### src/rtl/bcd_display_scan.sv
// Two-digit multiplexed seven-segment scanner with frame-aligned digit updates,
// inter-digit blanking, optional leading-zero suppression and a dash for non-BCD codes.
module bcd_display_scan #(
    parameter int REFRESH_DIV    = 50000,
    parameter int GAP_CYC        = 16,
    parameter bit ACTIVE_LOW_SEG = 1'b1
) (
    input  logic       clk,
    input  logic       rst,
    input  logic       load,
    input  logic [3:0] decenas,
    input  logic [3:0] unidades,
    input  logic       blank_lz,
    output logic [6:0] seg,
    output logic [1:0] dig_en,
    output logic       frame_start
);

    localparam int MAX_LEN = (REFRESH_DIV > GAP_CYC) ? REFRESH_DIV : GAP_CYC;
    localparam int CW      = (MAX_LEN > 2) ? $clog2(MAX_LEN) : 1;

    localparam logic [CW-1:0] LAST_LIT = CW'(REFRESH_DIV - 1);
    localparam logic [CW-1:0] LAST_GAP = CW'(GAP_CYC - 1);
    localparam logic [CW-1:0] CNT_ZERO = CW'(0);
    localparam logic [CW-1:0] CNT_ONE  = CW'(1);

    localparam logic [6:0] GLYPH_OFF  = 7'h00;
    localparam logic [6:0] GLYPH_DASH = 7'h40;
    localparam logic [6:0] GLYPH_ZERO = 7'h3F;

    typedef enum logic [1:0] {
        ST_UNITS = 2'd0,
        ST_GAP_A = 2'd1,
        ST_TENS  = 2'd2,
        ST_GAP_B = 2'd3
    } state_t;

    // Active-high {g..a} pattern for one BCD code; non-decimal codes show a dash.
    function automatic logic [6:0] glyph(input logic [3:0] code);
        logic [6:0] g;
        case (code)
            4'd0:    g = 7'h3F;
            4'd1:    g = 7'h06;
            4'd2:    g = 7'h5B;
            4'd3:    g = 7'h4F;
            4'd4:    g = 7'h66;
            4'd5:    g = 7'h6D;
            4'd6:    g = 7'h7D;
            4'd7:    g = 7'h07;
            4'd8:    g = 7'h7F;
            4'd9:    g = 7'h6F;
            default: g = GLYPH_DASH;
        endcase
        return g;
    endfunction

    function automatic logic [6:0] apply_polarity(input logic [6:0] g);
        logic [6:0] p;
        if (ACTIVE_LOW_SEG) begin
            p = ~g;
        end else begin
            p = g;
        end
        return p;
    endfunction

    state_t     state_r, state_nxt_s;
    logic [CW-1:0] cnt_r, cnt_nxt_s, phase_last_s;
    logic       wrap_s;

    logic [3:0] sh_t_r, sh_u_r, sh_t_nxt_s, sh_u_nxt_s;
    logic       sh_b_r, sh_b_nxt_s;
    logic [3:0] d_t_r, d_u_r, d_t_nxt_s, d_u_nxt_s;
    logic       d_b_r, d_b_nxt_s;
    logic       pend_r, pend_nxt_s;

    logic [6:0] seg_r, seg_nxt_s;
    logic [1:0] dig_en_r, dig_en_nxt_s;
    logic       frame_start_r, frame_start_nxt_s;

    // Phase sequencing: count out the current phase, then step to the next one.
    always_comb begin
        state_nxt_s  = state_r;
        cnt_nxt_s    = cnt_r + CNT_ONE;
        phase_last_s = LAST_GAP;
        case (state_r)
            ST_UNITS: phase_last_s = LAST_LIT;
            ST_TENS:  phase_last_s = LAST_LIT;
            default:  phase_last_s = LAST_GAP;
        endcase
        if (cnt_r == phase_last_s) begin
            cnt_nxt_s = CNT_ZERO;
            case (state_r)
                ST_UNITS: state_nxt_s = ST_GAP_A;
                ST_GAP_A: state_nxt_s = ST_TENS;
                ST_TENS:  state_nxt_s = ST_GAP_B;
                ST_GAP_B: state_nxt_s = ST_UNITS;
                default:  state_nxt_s = ST_UNITS;
            endcase
        end else begin
            cnt_nxt_s = cnt_r + CNT_ONE;
        end
    end

    assign wrap_s = (state_r == ST_GAP_B) && (cnt_r == LAST_GAP);

    // Shadow capture and frame-boundary transfer; a load on the boundary edge goes straight through.
    always_comb begin
        sh_t_nxt_s = sh_t_r;
        sh_u_nxt_s = sh_u_r;
        sh_b_nxt_s = sh_b_r;
        d_t_nxt_s  = d_t_r;
        d_u_nxt_s  = d_u_r;
        d_b_nxt_s  = d_b_r;
        pend_nxt_s = pend_r;
        if (load) begin
            sh_t_nxt_s = decenas;
            sh_u_nxt_s = unidades;
            sh_b_nxt_s = blank_lz;
        end else begin
            sh_t_nxt_s = sh_t_r;
            sh_u_nxt_s = sh_u_r;
            sh_b_nxt_s = sh_b_r;
        end
        if (wrap_s && load) begin
            d_t_nxt_s  = decenas;
            d_u_nxt_s  = unidades;
            d_b_nxt_s  = blank_lz;
            pend_nxt_s = 1'b0;
        end else if (wrap_s && pend_r) begin
            d_t_nxt_s  = sh_t_r;
            d_u_nxt_s  = sh_u_r;
            d_b_nxt_s  = sh_b_r;
            pend_nxt_s = 1'b0;
        end else if (load) begin
            pend_nxt_s = 1'b1;
        end else begin
            pend_nxt_s = pend_r;
        end
    end

    // Output decode from next-cycle state so the registered outputs track state with no lag.
    always_comb begin
        dig_en_nxt_s      = 2'b00;
        seg_nxt_s         = apply_polarity(GLYPH_OFF);
        frame_start_nxt_s = (state_nxt_s == ST_UNITS) && (cnt_nxt_s == CNT_ZERO);
        case (state_nxt_s)
            ST_UNITS: begin
                dig_en_nxt_s = 2'b01;
                seg_nxt_s    = apply_polarity(glyph(d_u_nxt_s));
            end
            ST_TENS: begin
                if (d_b_nxt_s && (d_t_nxt_s == 4'd0)) begin
                    dig_en_nxt_s = 2'b00;
                    seg_nxt_s    = apply_polarity(GLYPH_OFF);
                end else begin
                    dig_en_nxt_s = 2'b10;
                    seg_nxt_s    = apply_polarity(glyph(d_t_nxt_s));
                end
            end
            default: begin
                dig_en_nxt_s = 2'b00;
                seg_nxt_s    = apply_polarity(GLYPH_OFF);
            end
        endcase
    end

    // State, counter and load registers.
    always_ff @(posedge clk or posedge rst) begin
        if (rst) begin
            state_r <= ST_UNITS;
            cnt_r   <= CNT_ZERO;
            sh_t_r  <= 4'd0;
            sh_u_r  <= 4'd0;
            sh_b_r  <= 1'b0;
            d_t_r   <= 4'd0;
            d_u_r   <= 4'd0;
            d_b_r   <= 1'b0;
            pend_r  <= 1'b0;
        end else begin
            state_r <= state_nxt_s;
            cnt_r   <= cnt_nxt_s;
            sh_t_r  <= sh_t_nxt_s;
            sh_u_r  <= sh_u_nxt_s;
            sh_b_r  <= sh_b_nxt_s;
            d_t_r   <= d_t_nxt_s;
            d_u_r   <= d_u_nxt_s;
            d_b_r   <= d_b_nxt_s;
            pend_r  <= pend_nxt_s;
        end
    end

    // Output registers; reset values match the decode of the reset state.
    always_ff @(posedge clk or posedge rst) begin
        if (rst) begin
            dig_en_r      <= 2'b01;
            seg_r         <= apply_polarity(GLYPH_ZERO);
            frame_start_r <= 1'b1;
        end else begin
            dig_en_r      <= dig_en_nxt_s;
            seg_r         <= seg_nxt_s;
            frame_start_r <= frame_start_nxt_s;
        end
    end

    assign seg         = seg_r;
    assign dig_en      = dig_en_r;
    assign frame_start = frame_start_r;

endmodule

### config.mk
export PLATFORM = sky130hd
export DESIGN_NAME = bcd_display_scan
export DESIGN_NICKNAME = d
export VERILOG_FILES = /design/src/rtl/bcd_display_scan.sv
export SDC_FILE = /design/constraint.sdc
export NUM_CORES = 1
export LEC_CHECK = 0
export ABC_AREA = 1
export BUFFER_PORTS_ARGS = -buffer_cell sky130_fd_sc_hd__buf_4
export CORE_MARGIN = 5
export CORE_UTILIZATION = 44
export CTS_BUF_LIST = sky130_fd_sc_hd__clkbuf_4 sky130_fd_sc_hd__clkbuf_8
export CTS_CLUSTER_DIAMETER = 100
export DETAILED_ROUTE_END_ITERATION = 10
export PLACE_DENSITY = 0.58
export SLEW_MARGIN = 20
export SYNTH_ARGS = -nofsm -noshare
export SYNTH_HDL_FRONTEND = slang
export SYNTH_SLANG_ARGS = --single-unit
### constraint.sdc
create_clock -name clk -period 6.2 [get_ports clk]
set_clock_uncertainty 0.15 [all_clocks]
set_input_delay 0.93 -clock clk [delete_from_list [all_inputs] [get_ports clk]]
set_output_delay 0.93 -clock clk [all_outputs]
set_load 0.02 [all_outputs]
==> results of run 1 <==
-- power breakdown --
group          internal, mW  switching, mW
logic               0.00693         0.0141
registers             0.312        0.00230
clock network        0.0796          0.111
total                 0.398          0.127
-- synth_stat cells --
cell type,count,area (µm²)
sky130_fd_sc_hd__buf_2,3,15.01
sky130_fd_sc_hd__nor4_1,2,12.51
sky130_fd_sc_hd__nand3_4,1,17.52
sky130_fd_sc_hd__nand2_2,8,50.05
sky130_fd_sc_hd__or2_4,1,8.760
sky130_fd_sc_hd__nor3_1,5,25.02
sky130_fd_sc_hd__a21oi_2,1,8.760
sky130_fd_sc_hd__nor3_4,1,16.27
sky130_fd_sc_hd__inv_2,7,26.28
sky130_fd_sc_hd__nand4_2,1,12.51
sky130_fd_sc_hd__nor3_2,1,10.01
sky130_fd_sc_hd__o21ai_1,3,15.01
sky130_fd_sc_hd__clkbuf_1,1,3.750
sky130_fd_sc_hd__inv_1,67,251.5
sky130_fd_sc_hd__nor2_8,2,40.04
sky130_fd_sc_hd__nor2_4,3,33.78
sky130_fd_sc_hd__clkinv_1,1,3.750
sky130_fd_sc_hd__a21oi_1,9,45.04
sky130_fd_sc_hd__nor2_2,3,18.77
sky130_fd_sc_hd__nand2_4,3,33.78
sky130_fd_sc_hd__nand3_1,45,225.2
sky130_fd_sc_hd__nor2_1,45,168.9
sky130_fd_sc_hd__nand2_1,92,345.3
sky130_fd_sc_hd__dfstp_2,3,78.83
sky130_fd_sc_hd__or2_2,1,6.260
sky130_fd_sc_hd__nand4_1,9,56.30
sky130_fd_sc_hd__dfrtp_1,44,1101
sky130_fd_sc_hd__o21ai_0,16,80.08
sky130_fd_sc_hd__or2_1,1,6.260
sky130_fd_sc_hd__clkbuf_2,1,5.000
sky130_fd_sc_hd__ha_1,15,187.7
sky130_fd_sc_hd__nand3_2,1,10.01
sky130_fd_sc_hd__buf_6,1,11.26
sky130_fd_sc_hd__o21ai_2,2,17.52
sky130_fd_sc_hd__and2_1,1,6.260
sky130_fd_sc_hd__o211ai_1,2,15.01
sky130_fd_sc_hd__xor2_1,11,96.34
-- routing by layer --
metal,share of wire [%],track usage [%],vias to the layer above
li1,-,-,1337
met1,45,21.95,1185
met2,49,29.48,53
met3,3.4,2.655,15
met4,2.9,7.448,0
met5,0,0,-
-- state kept, by name, indices dropped and copies added, names as in the netlist --
name and flops:
cnt_r 16, seg 7, d_t_r 4, d_u_r 4, sh_t_r 4, sh_u_r 4, dig_en 2, state_r 2
d_b_r 1, frame_start 1, pend_r 1, sh_b_r 1
-- kinds of logic (layout without fill, tap and decap cells) --
group                      after synthesis  after routing  share of synthesized area, %
and+or+nand+nor                        226            226                         36.00
DFF                                     47             47                         38.49
adders and majority gates               15             15                         6.122
AOI/OAI and AO/OA                       33             33                         5.918
xor gates and xnor gates                11             11                         3.143
buffers and inverters                   81            104                         10.33
-- cells in the final DEF (no fill, tap or decap), types with 2 or more instances in the layout --
cell type                  instances
sky130_fd_sc_hd__nand2_1          92
sky130_fd_sc_hd__inv_1            66
sky130_fd_sc_hd__nor2_1           45
sky130_fd_sc_hd__nand3_1          45
sky130_fd_sc_hd__dfrtp_1          44
sky130_fd_sc_hd__buf_4            21
sky130_fd_sc_hd__o21ai_0          16
sky130_fd_sc_hd__ha_1             15
sky130_fd_sc_hd__xor2_1           11
sky130_fd_sc_hd__nand4_1           9
sky130_fd_sc_hd__a21oi_1           9
sky130_fd_sc_hd__nand2_2           8
sky130_fd_sc_hd__inv_2             7
sky130_fd_sc_hd__nor3_1            5
sky130_fd_sc_hd__clkbuf_8          5
sky130_fd_sc_hd__nor2_2            3
sky130_fd_sc_hd__nor2_4            3
sky130_fd_sc_hd__nand2_4           3
sky130_fd_sc_hd__o21ai_1           3
sky130_fd_sc_hd__clkinv_2          3
sky130_fd_sc_hd__dfstp_2           3
sky130_fd_sc_hd__nor2_8            2
sky130_fd_sc_hd__o211ai_1          2
sky130_fd_sc_hd__o21ai_2           2
sky130_fd_sc_hd__nor4_1            2
-- through the flow --
| step | setup slack (ns) | area (µm²) | utilization (%) | total power, mW | instances |
|---|---|---|---|---|---|
| 2_1_floorplan | 3.662 | 3065 | - | 0.3305 | 413 |
| 5_1_grt | 2.876 | 3397 | 50.00 | 0.5505 | 532 |
| 4_1_cts | 3.211 | 3396 | 49.98 | 0.5338 | 532 |
| 6_report | 3.190 | 3397 | 50.00 | 0.5255 | 532 |
| 3_5_place_dp | 3.229 | 3308 | 48.69 | 0.3417 | 524 |
| 3_3_place_gp | 3.323 | 3308 | 48.69 | 0.3414 | 524 |
-- worst min-delay path, stage by stage (launching register included) --
cell                      delay (ns)
sky130_fd_sc_hd__dfrtp_1        0.33
sky130_fd_sc_hd__nand2_1        0.07
sky130_fd_sc_hd__nand2_1        0.06
-- final cells by class --
type / count / area (µm²)
flip-flops and latches: 47 / 1180
inverters: 75 / 282.8
well taps: 96 / 120.1
repair buffers: 21 / 157.7
clock buffers: 5 / 68.82
fillers: 697 / 3397
multi-input cells: 285 / 1569
clock inverters: 3 / 18.77
-- path summary, 6_finish.rpt --
check	start	to	slack [ns]	cells after the start
worst max-delay path	state_r[0]	seg[3]	3.19	16
worst min-delay path	sh_t_r[3]	sh_t_r[3]	0.34	2
worst max register to register	state_r[0]	seg[3]	3.19	16
worst min register to register	sh_t_r[3]	sh_t_r[3]	0.34	2
max in group asynchronous	rst	d_u_r[3]	4.79	2
min in group asynchronous	rst	cnt_r[2]	0.60	2
==> tab_implementation.tex, run 1 <==
\begin{tabular}{lr}
\hline
Metric & Value \\
\hline
\multicolumn{2}{l}{\textbf{Synth}} \\
Register area share after synthesis & 38.49\% \\
Post-Syn Nets & 440 \\
Syn avg cell area & 7.422 µm² \\
Count of unique library cells instantiated by Yosys & 37 \\
YS warnings & 0 \\
Synthesized instance count & 413 \\
Cell area after synthesis & 3065 µm² \\
Total of flip-flops plus latches after synthesis & 47 \\
\multicolumn{2}{l}{\textbf{Die}} \\
Die X-Extent & 93.47 µm \\
Area of the die & 8737 µm² \\
Core Footprint & 6794 µm² \\
Height of the die & 93.47 µm \\
\# rows & 30 \\
I/O pin count & 22 \\
Starting Density & a little under half \\
\multicolumn{2}{l}{\textbf{Global route}} \\
GR Overflow Total & 0 \\
Number of global-route vias before repair & about 2,600 \\
Pin count of the biggest net entering global routing & 48 \\
GRT Util Overall & 17.42\% \\
Wire length of the first global-routing pass & between 10,000 and 15,000 µm \\
Antenna violations before repair & 0 \\
\multicolumn{2}{l}{\textbf{STA}} \\
Slew Viols, Final & 0 \\
Portion of the clock cycle consumed by the worst path in the final layout & between 40\% and 50\% \\
Achievable Freq & between 0.3 and 0.4 GHz \\
Worst-case hold slack & 0.3394 ns \\
Hold Fails Final Rpt & 0 \\
Summed negative setup slack over all endpoints & 0 ns \\
Worst Tran Pin Value & 0.8287 ns \\
Min Clock Period, post-route & 3.010 ns \\
Unrepaired setup endpoints after global routing & false \\
Setup-failing EPs final & 0 \\
Normalized max-slew margin & around 45\% \\
\multicolumn{2}{l}{\textbf{Placed design}} \\
Number of port buffers & 21 \\
HPWL after detailed placement & 5457 µm \\
Final Wtd Congestion & 0.9397 \\
\multicolumn{2}{l}{\textbf{Worst setup path}} \\
Arrival time of the worst setup path & slightly above 3 ns \\
Cell type of the slowest stage on the worst timing path & sky130\_fd\_sc\_hd\_\_dfrtp\_1 \\
Biggest cell delay along the critical path & 0.56 ns \\
Crit Path Class & flop to flop \\
Cell family with most CP delay & simple AND/OR/NAND/NOR gates \\
Cell-by-cell listing of the critical path & ha\_1 > inv\_1 > nor2\_1 > nand2\_1 > nor2\_1 > nand4\_2 > nand2\_1 > o211ai\_1 > o21ai\_0 > inv\_1 > ha\_1 > nand2\_1 > nand2\_1 > nand2\_1 > nand3\_1 > nand3\_1 \\
Critical Path Sink Type & flop \\
Maximum net fanout on the critical path & 10 \\
Crit-path most repeated cell & sky130\_fd\_sc\_hd\_\_nand2\_1 \\
CP Data Required Time & about 6.2 ns \\
Setup crit start kind & flop \\
Critical path buffer and inverter count & 2 \\
\multicolumn{2}{l}{\textbf{Finish}} \\
Fin nets & 462 \\
ANT cells & 0 \\
Area growth from synthesis to final layout & 10.82\% \\
Share of post-route cells with drive strength above 1 & around 16\% \\
\multicolumn{2}{l}{\textbf{Routing}} \\
Post-route antenna net violation count & 0 \\
Count of routing violations after the opening detailed-route iteration & 79 \\
Ratio of routed vias to standard cells & slightly below 5 \\
Drt drc & 0 \\
Total iterations of the first detailed-routing run & 4 \\
Detailed Route WL & 7020 µm \\
Routed wire length per instance & 13.20 µm \\
Routed via count & 2,590 \\
\multicolumn{2}{l}{\textbf{Clocking}} \\
Hold-fix buffers, CTS & 0 \\
Clock tree from TritonCTS & yes \\
CTS-repair resized insts & 0 \\
CTS root buffer & sky130\_fd\_sc\_hd\_\_clkbuf\_8 \\
Clock slew seen by the registers of the worst setup and hold paths & 0.09 ns \\
CTS H-Tree Depth & 2 \\
Clk\_lat worst skew & 0.31 ns \\
Sinks on the clock net & between 40 and 50 \\
Longest Clk Path Bufs & 2 \\
Cts bufs inserted & 5 \\
Setup repair bufs after CTS & 0 \\
\multicolumn{2}{l}{\textbf{Power and ir drop}} \\
Power per Cell Area & 154.7 nW/µm² \\
Largest vdd supply drop & approximately 87 µV \\
Leakage power of the design & 1.876 nW \\
\multicolumn{2}{l}{\textbf{Flow run}} \\
Total of max-cap violations & 0 \\
\multicolumn{2}{l}{\textbf{Hold path}} \\
Min-Delay Path Class & flop to flop \\
\multicolumn{2}{l}{\textbf{Outcome}} \\
Status & complete, no violations \\
\hline
\end{tabular}
No activity file was read; power rests on OpenSTA's default activity.
==> run 2, diff against run 1 <==
==> constraint.sdc (replaced) <==
create_clock -name clk -period 2.85 [get_ports clk]
set_clock_uncertainty 0.15 [all_clocks]
set_input_delay 0.4275 -clock clk [delete_from_list [all_inputs] [get_ports clk]]
set_output_delay 0.4275 -clock clk [all_outputs]
set_load 0.02 [all_outputs]
==> run 2 against run 1 <==
Design area up 4.2%. Wire length unchanged. Largest power group unchanged. Critical path type unchanged. Core utilization up 2.1 points. Global-route usage down 0.15 points. Worst setup slack worse by 3.0 ns.
==> tab_implementation.tex, run 2 (synthesized netlist as in run 1, its figures left out) <==
\begin{tabular}{lr}
\hline
Metric & Value \\
\hline
\multicolumn{2}{l}{\textbf{STA}} \\
Min Clock Period, post-route & 2.667 ns (-0.3425 ns) \\
Hold Fails Final Rpt & 0 (unchanged) \\
Portion of the clock cycle consumed by the worst path in the final layout & 93.59\% (+45 points) \\
Achievable Freq & 0.3749 GHz (+13\%) \\
Slew Viols, Final & 0 (unchanged) \\
Worst Tran Pin Value & 0.3532 ns (-0.4755 ns) \\
Worst Slack Setup Final & 0.1828 ns (-3.007 ns) \\
Worst-case hold slack & 0.1869 ns (-0.1525 ns) \\
Normalized max-slew margin & 76.45\% (+32 points) \\
Unrepaired setup endpoints after global routing & true \\
Setup-failing EPs final & 0 (unchanged) \\
\multicolumn{2}{l}{\textbf{Power and ir drop}} \\
Net switching component of the power & 268.1 µW (+110\%) \\
P\_int & 876.9 µW (+120\%) \\
Power per Cell Area & 323.4 nW/µm² (+110\%) \\
Fraction of power consumed by sequential logic & 59.6\% (about the same) \\
Clock network fraction of design power & 36.1\% (-0.2 points) \\
Largest vdd supply drop & 202.1 µV (+130\%) \\
Relative contribution of combinational cells to total power & 4.3\% (+0.3 points) \\
Proportion of total power due to net switching & 23.41\% (-0.83 points) \\
Leakage power of the design & 1.937 nW (+3.3\%) \\
\multicolumn{2}{l}{\textbf{Routing}} \\
Ratio of routed vias to standard cells & 4.784 (-1.7\%) \\
Count of routing violations after the opening detailed-route iteration & 52 (-34\%) \\
Post-route antenna net violation count & 0 (unchanged) \\
Detailed Route WL & 7020 µm (unchanged) \\
Top metal layer carrying routed signals & met4 \\
Drt drc & 0 (unchanged) \\
Routed wire length per instance & 12.86 µm (-2.6\%) \\
Total length of routed met2 wires & 3588 µm (+4.7\%) \\
Met3 WL post-DR & 165 µm (-31\%) \\
Total iterations of the first detailed-routing run & 4 (unchanged) \\
Routed via count & 2,612 (+0.85\%) \\
Met1 layer wirelength in the final routing & 3048 µm (-3.3\%) \\
\multicolumn{2}{l}{\textbf{Worst setup path}} \\
Setup crit start kind & flop \\
Cell type of the slowest stage on the worst timing path & sky130\_fd\_sc\_hd\_\_dfrtp\_1 \\
Critical Path Sink Type & flop \\
Maximum net fanout on the critical path & 7 (-3) \\
CP Data Required Time & 2.89 ns (-3.35 ns) \\
Arrival time of the worst setup path & 2.70 ns (-0.35 ns) \\
Crit-path most repeated cell & sky130\_fd\_sc\_hd\_\_nand3\_1 \\
Biggest cell delay along the critical path & 0.41 ns (-0.15 ns) \\
Critical path buffer and inverter count & 3 (+1) \\
Cell-by-cell listing of the critical path & ha\_2 > nand2\_1 > nor2\_4 > nand3\_4 > nor2\_8 > nand2\_4 > inv\_1 > nand2\_1 > nand2\_2 > inv\_1 > ha\_1 > inv\_1 > nand3\_1 > nand3\_1 > nand3\_1 > nand2\_1 > nand3\_1 \\
Cell family with most CP delay & simple AND/OR/NAND/NOR gates \\
Crit Path Class & flop to flop \\
\multicolumn{2}{l}{\textbf{Clocking}} \\
Longest Clk Path Bufs & 2 (unchanged) \\
Clk\_lat worst skew & 0.30 ns (about the same) \\
Clock slew seen by the registers of the worst setup and hold paths & 0.09 ns (about the same) \\
Cts bufs inserted & 5 (unchanged) \\
Sinks on the clock net & 47 (unchanged) \\
CTS H-Tree Depth & 2 (unchanged) \\
Clock tree from TritonCTS & yes \\
CTS root buffer & sky130\_fd\_sc\_hd\_\_clkbuf\_8 \\
\multicolumn{2}{l}{\textbf{Outcome}} \\
Status & complete, no violations \\
\multicolumn{2}{l}{\textbf{Die}} \\
Core Footprint & 6794 µm² (unchanged) \\
I/O pin count & 22 (unchanged) \\
Starting Density & 45.12\% (unchanged) \\
\# rows & 30 (unchanged) \\
Die X-Extent & 93.47 µm (unchanged) \\
Height of the die & 93.47 µm (unchanged) \\
Area of the die & 8737 µm² (unchanged) \\
\multicolumn{2}{l}{\textbf{Global route}} \\
GRT Util Overall & 17.27\% (-0.15 points) \\
Wire length of the first global-routing pass & 11,910 µm (-1.7\%) \\
GR Overflow Total & 0 (unchanged) \\
Antenna violations before repair & 0 (unchanged) \\
Number of global-route vias before repair & 2,625 (+0.61\%) \\
Pin count of the biggest net entering global routing & 24 (-50\%) \\
\multicolumn{2}{l}{\textbf{Finish}} \\
Most frequent standard cell in the layout excluding fill and tap cells & sky130\_fd\_sc\_hd\_\_nand2\_1 \\
Fin nets & 476 (+3.0\%) \\
Top register by number of flip-flops & cnt\_r \\
Layout Cells excl Fill & 546 (+2.6\%) \\
Share of the core filled with cells in the final layout & 52.12\% (+2.1 points) \\
Share of post-route cells with drive strength above 1 & 20.00\% (+4.2 points) \\
Area growth from synthesis to final layout & 15.51\% \\
ANT cells & 0 (unchanged) \\
FILL cells & 680 (-2.4\%) \\
Commonest cells after routing, fill and taps aside & sky130\_fd\_sc\_hd\_\_nand2\_1, sky130\_fd\_sc\_hd\_\_inv\_1, sky130\_fd\_sc\_hd\_\_dfrtp\_1 \\
Max FFs per register & 16 (unchanged) \\
\multicolumn{2}{l}{\textbf{Placed design}} \\
Post-Place Cells & 534 (+1.9\%) \\
Worst slack, placed & 0.05872 ns (-3.170 ns) \\
Number of port buffers & 21 (unchanged) \\
Final Wtd Congestion & 0.9479 (+0.87\%) \\
HPWL after detailed placement & 5659 µm (+3.7\%) \\
\multicolumn{2}{l}{\textbf{Flow run}} \\
Total of max-cap violations & 0 (unchanged) \\
\multicolumn{2}{l}{\textbf{Hold path}} \\
Min-Delay Path Class & input port to flop \\
\hline
\end{tabular}
==> run 2: cell types whose count changed in the layout (fill, tap and decap cells not counted), moves of 2 or more <==
| cell | change |
|---|---|
| sky130_fd_sc_hd__buf_4 | +13 |
| sky130_fd_sc_hd__clkinv_2 | -2 |
| sky130_fd_sc_hd__inv_2 | +2 |
| sky130_fd_sc_hd__nand2_1 | -2 |
| sky130_fd_sc_hd__nand2_2 | +2 |
| sky130_fd_sc_hd__nand3_1 | -2 |
| sky130_fd_sc_hd__nand3_2 | +2 |
| sky130_fd_sc_hd__nor2_1 | -2 |
==> run 2: per-stage QoR <==
stage / TNS [ns] / instance area (µm²) / total power [mW]
finish: 0 / 3541 / 1.145
global route: -0.03097 / 3541 / 1.201
CTS: 0 / 3482 / 1.165
detailed placement: 0 / 3383 / 0.7450
global placement: 0 / 3383 / 0.7443
floorplan: 0 / 3065 / 0.7189
==> run 2: final timing paths <==
path                             from        end  slack, ns  cells past startpoint
setup / recovery             cnt_r[0]     seg[3]       0.18                     17
hold / removal             decenas[3]  sh_t_r[3]       0.19                      3
setup reg to reg             cnt_r[0]     seg[3]       0.18                     17
hold reg to reg             sh_t_r[3]  sh_t_r[3]       0.33                      2
max in group asynchronous         rst   d_t_r[2]       1.56                      4
min in group asynchronous         rst     seg[5]       0.44                      3
==> run 2: repair_timing <==
item / 4_1_cts / 5_1_grt
buffers inserted: 0 / 3
endpoints found under the hold margin: 7 / 0
hold buffers: 1 / 0
resized for setup: 0 / 10
setup endpoints to repair: 0 / 8
==> run 2: power by group through the flow <==
stage	Clock (mW)	Sequential (mW)	Combinational, mW
2_1_floorplan	0	0.694	0.0247
3_3_place_gp	0	0.696	0.0485
3_5_place_dp	0	0.696	0.0492
4_1_cts	0.432	0.683	0.0504
5_1_grt	0.459	0.685	0.0573
6_report	0.414	0.682	0.0488
==> run 2: cell type report <==
class | instances | area, µm² | area share (%)
multi-input combinational | 285 | 1605 | 45.34
sequential | 47 | 1180 | 33.32
inverter | 75 | 281.5 | 7.951
timing repair buffer | 35 | 265.3 | 7.491
tap | 96 | 120.1 | 3.392
clock buffer | 6 | 76.32 | 2.155
clock inverter | 2 | 12.51 | 0.3534
==> run 2: worst reg2reg max path, cell delays in order, from the launching register on <==
cell,delay (ns)
sky130_fd_sc_hd__dfrtp_1,0.41
sky130_fd_sc_hd__ha_2,0.22
sky130_fd_sc_hd__nand2_1,0.10
sky130_fd_sc_hd__nor2_4,0.20
sky130_fd_sc_hd__nand3_4,0.15
sky130_fd_sc_hd__nor2_8,0.17
sky130_fd_sc_hd__nand2_4,0.09
sky130_fd_sc_hd__inv_1,0.06
sky130_fd_sc_hd__nand2_1,0.05
sky130_fd_sc_hd__nand2_2,0.14
sky130_fd_sc_hd__inv_1,0.08
sky130_fd_sc_hd__ha_1,0.28
sky130_fd_sc_hd__inv_1,0.06
sky130_fd_sc_hd__nand3_1,0.09
sky130_fd_sc_hd__nand3_1,0.09
sky130_fd_sc_hd__nand3_1,0.07
sky130_fd_sc_hd__nand2_1,0.07
sky130_fd_sc_hd__nand3_1,0.06
==> run 2: routing by layer <==
metal,vias up,GRT usage [%]
li1,1365,-
met1,1191,19.99
met2,36,30.91
met3,20,3.218
met4,0,7.326
met5,-,0
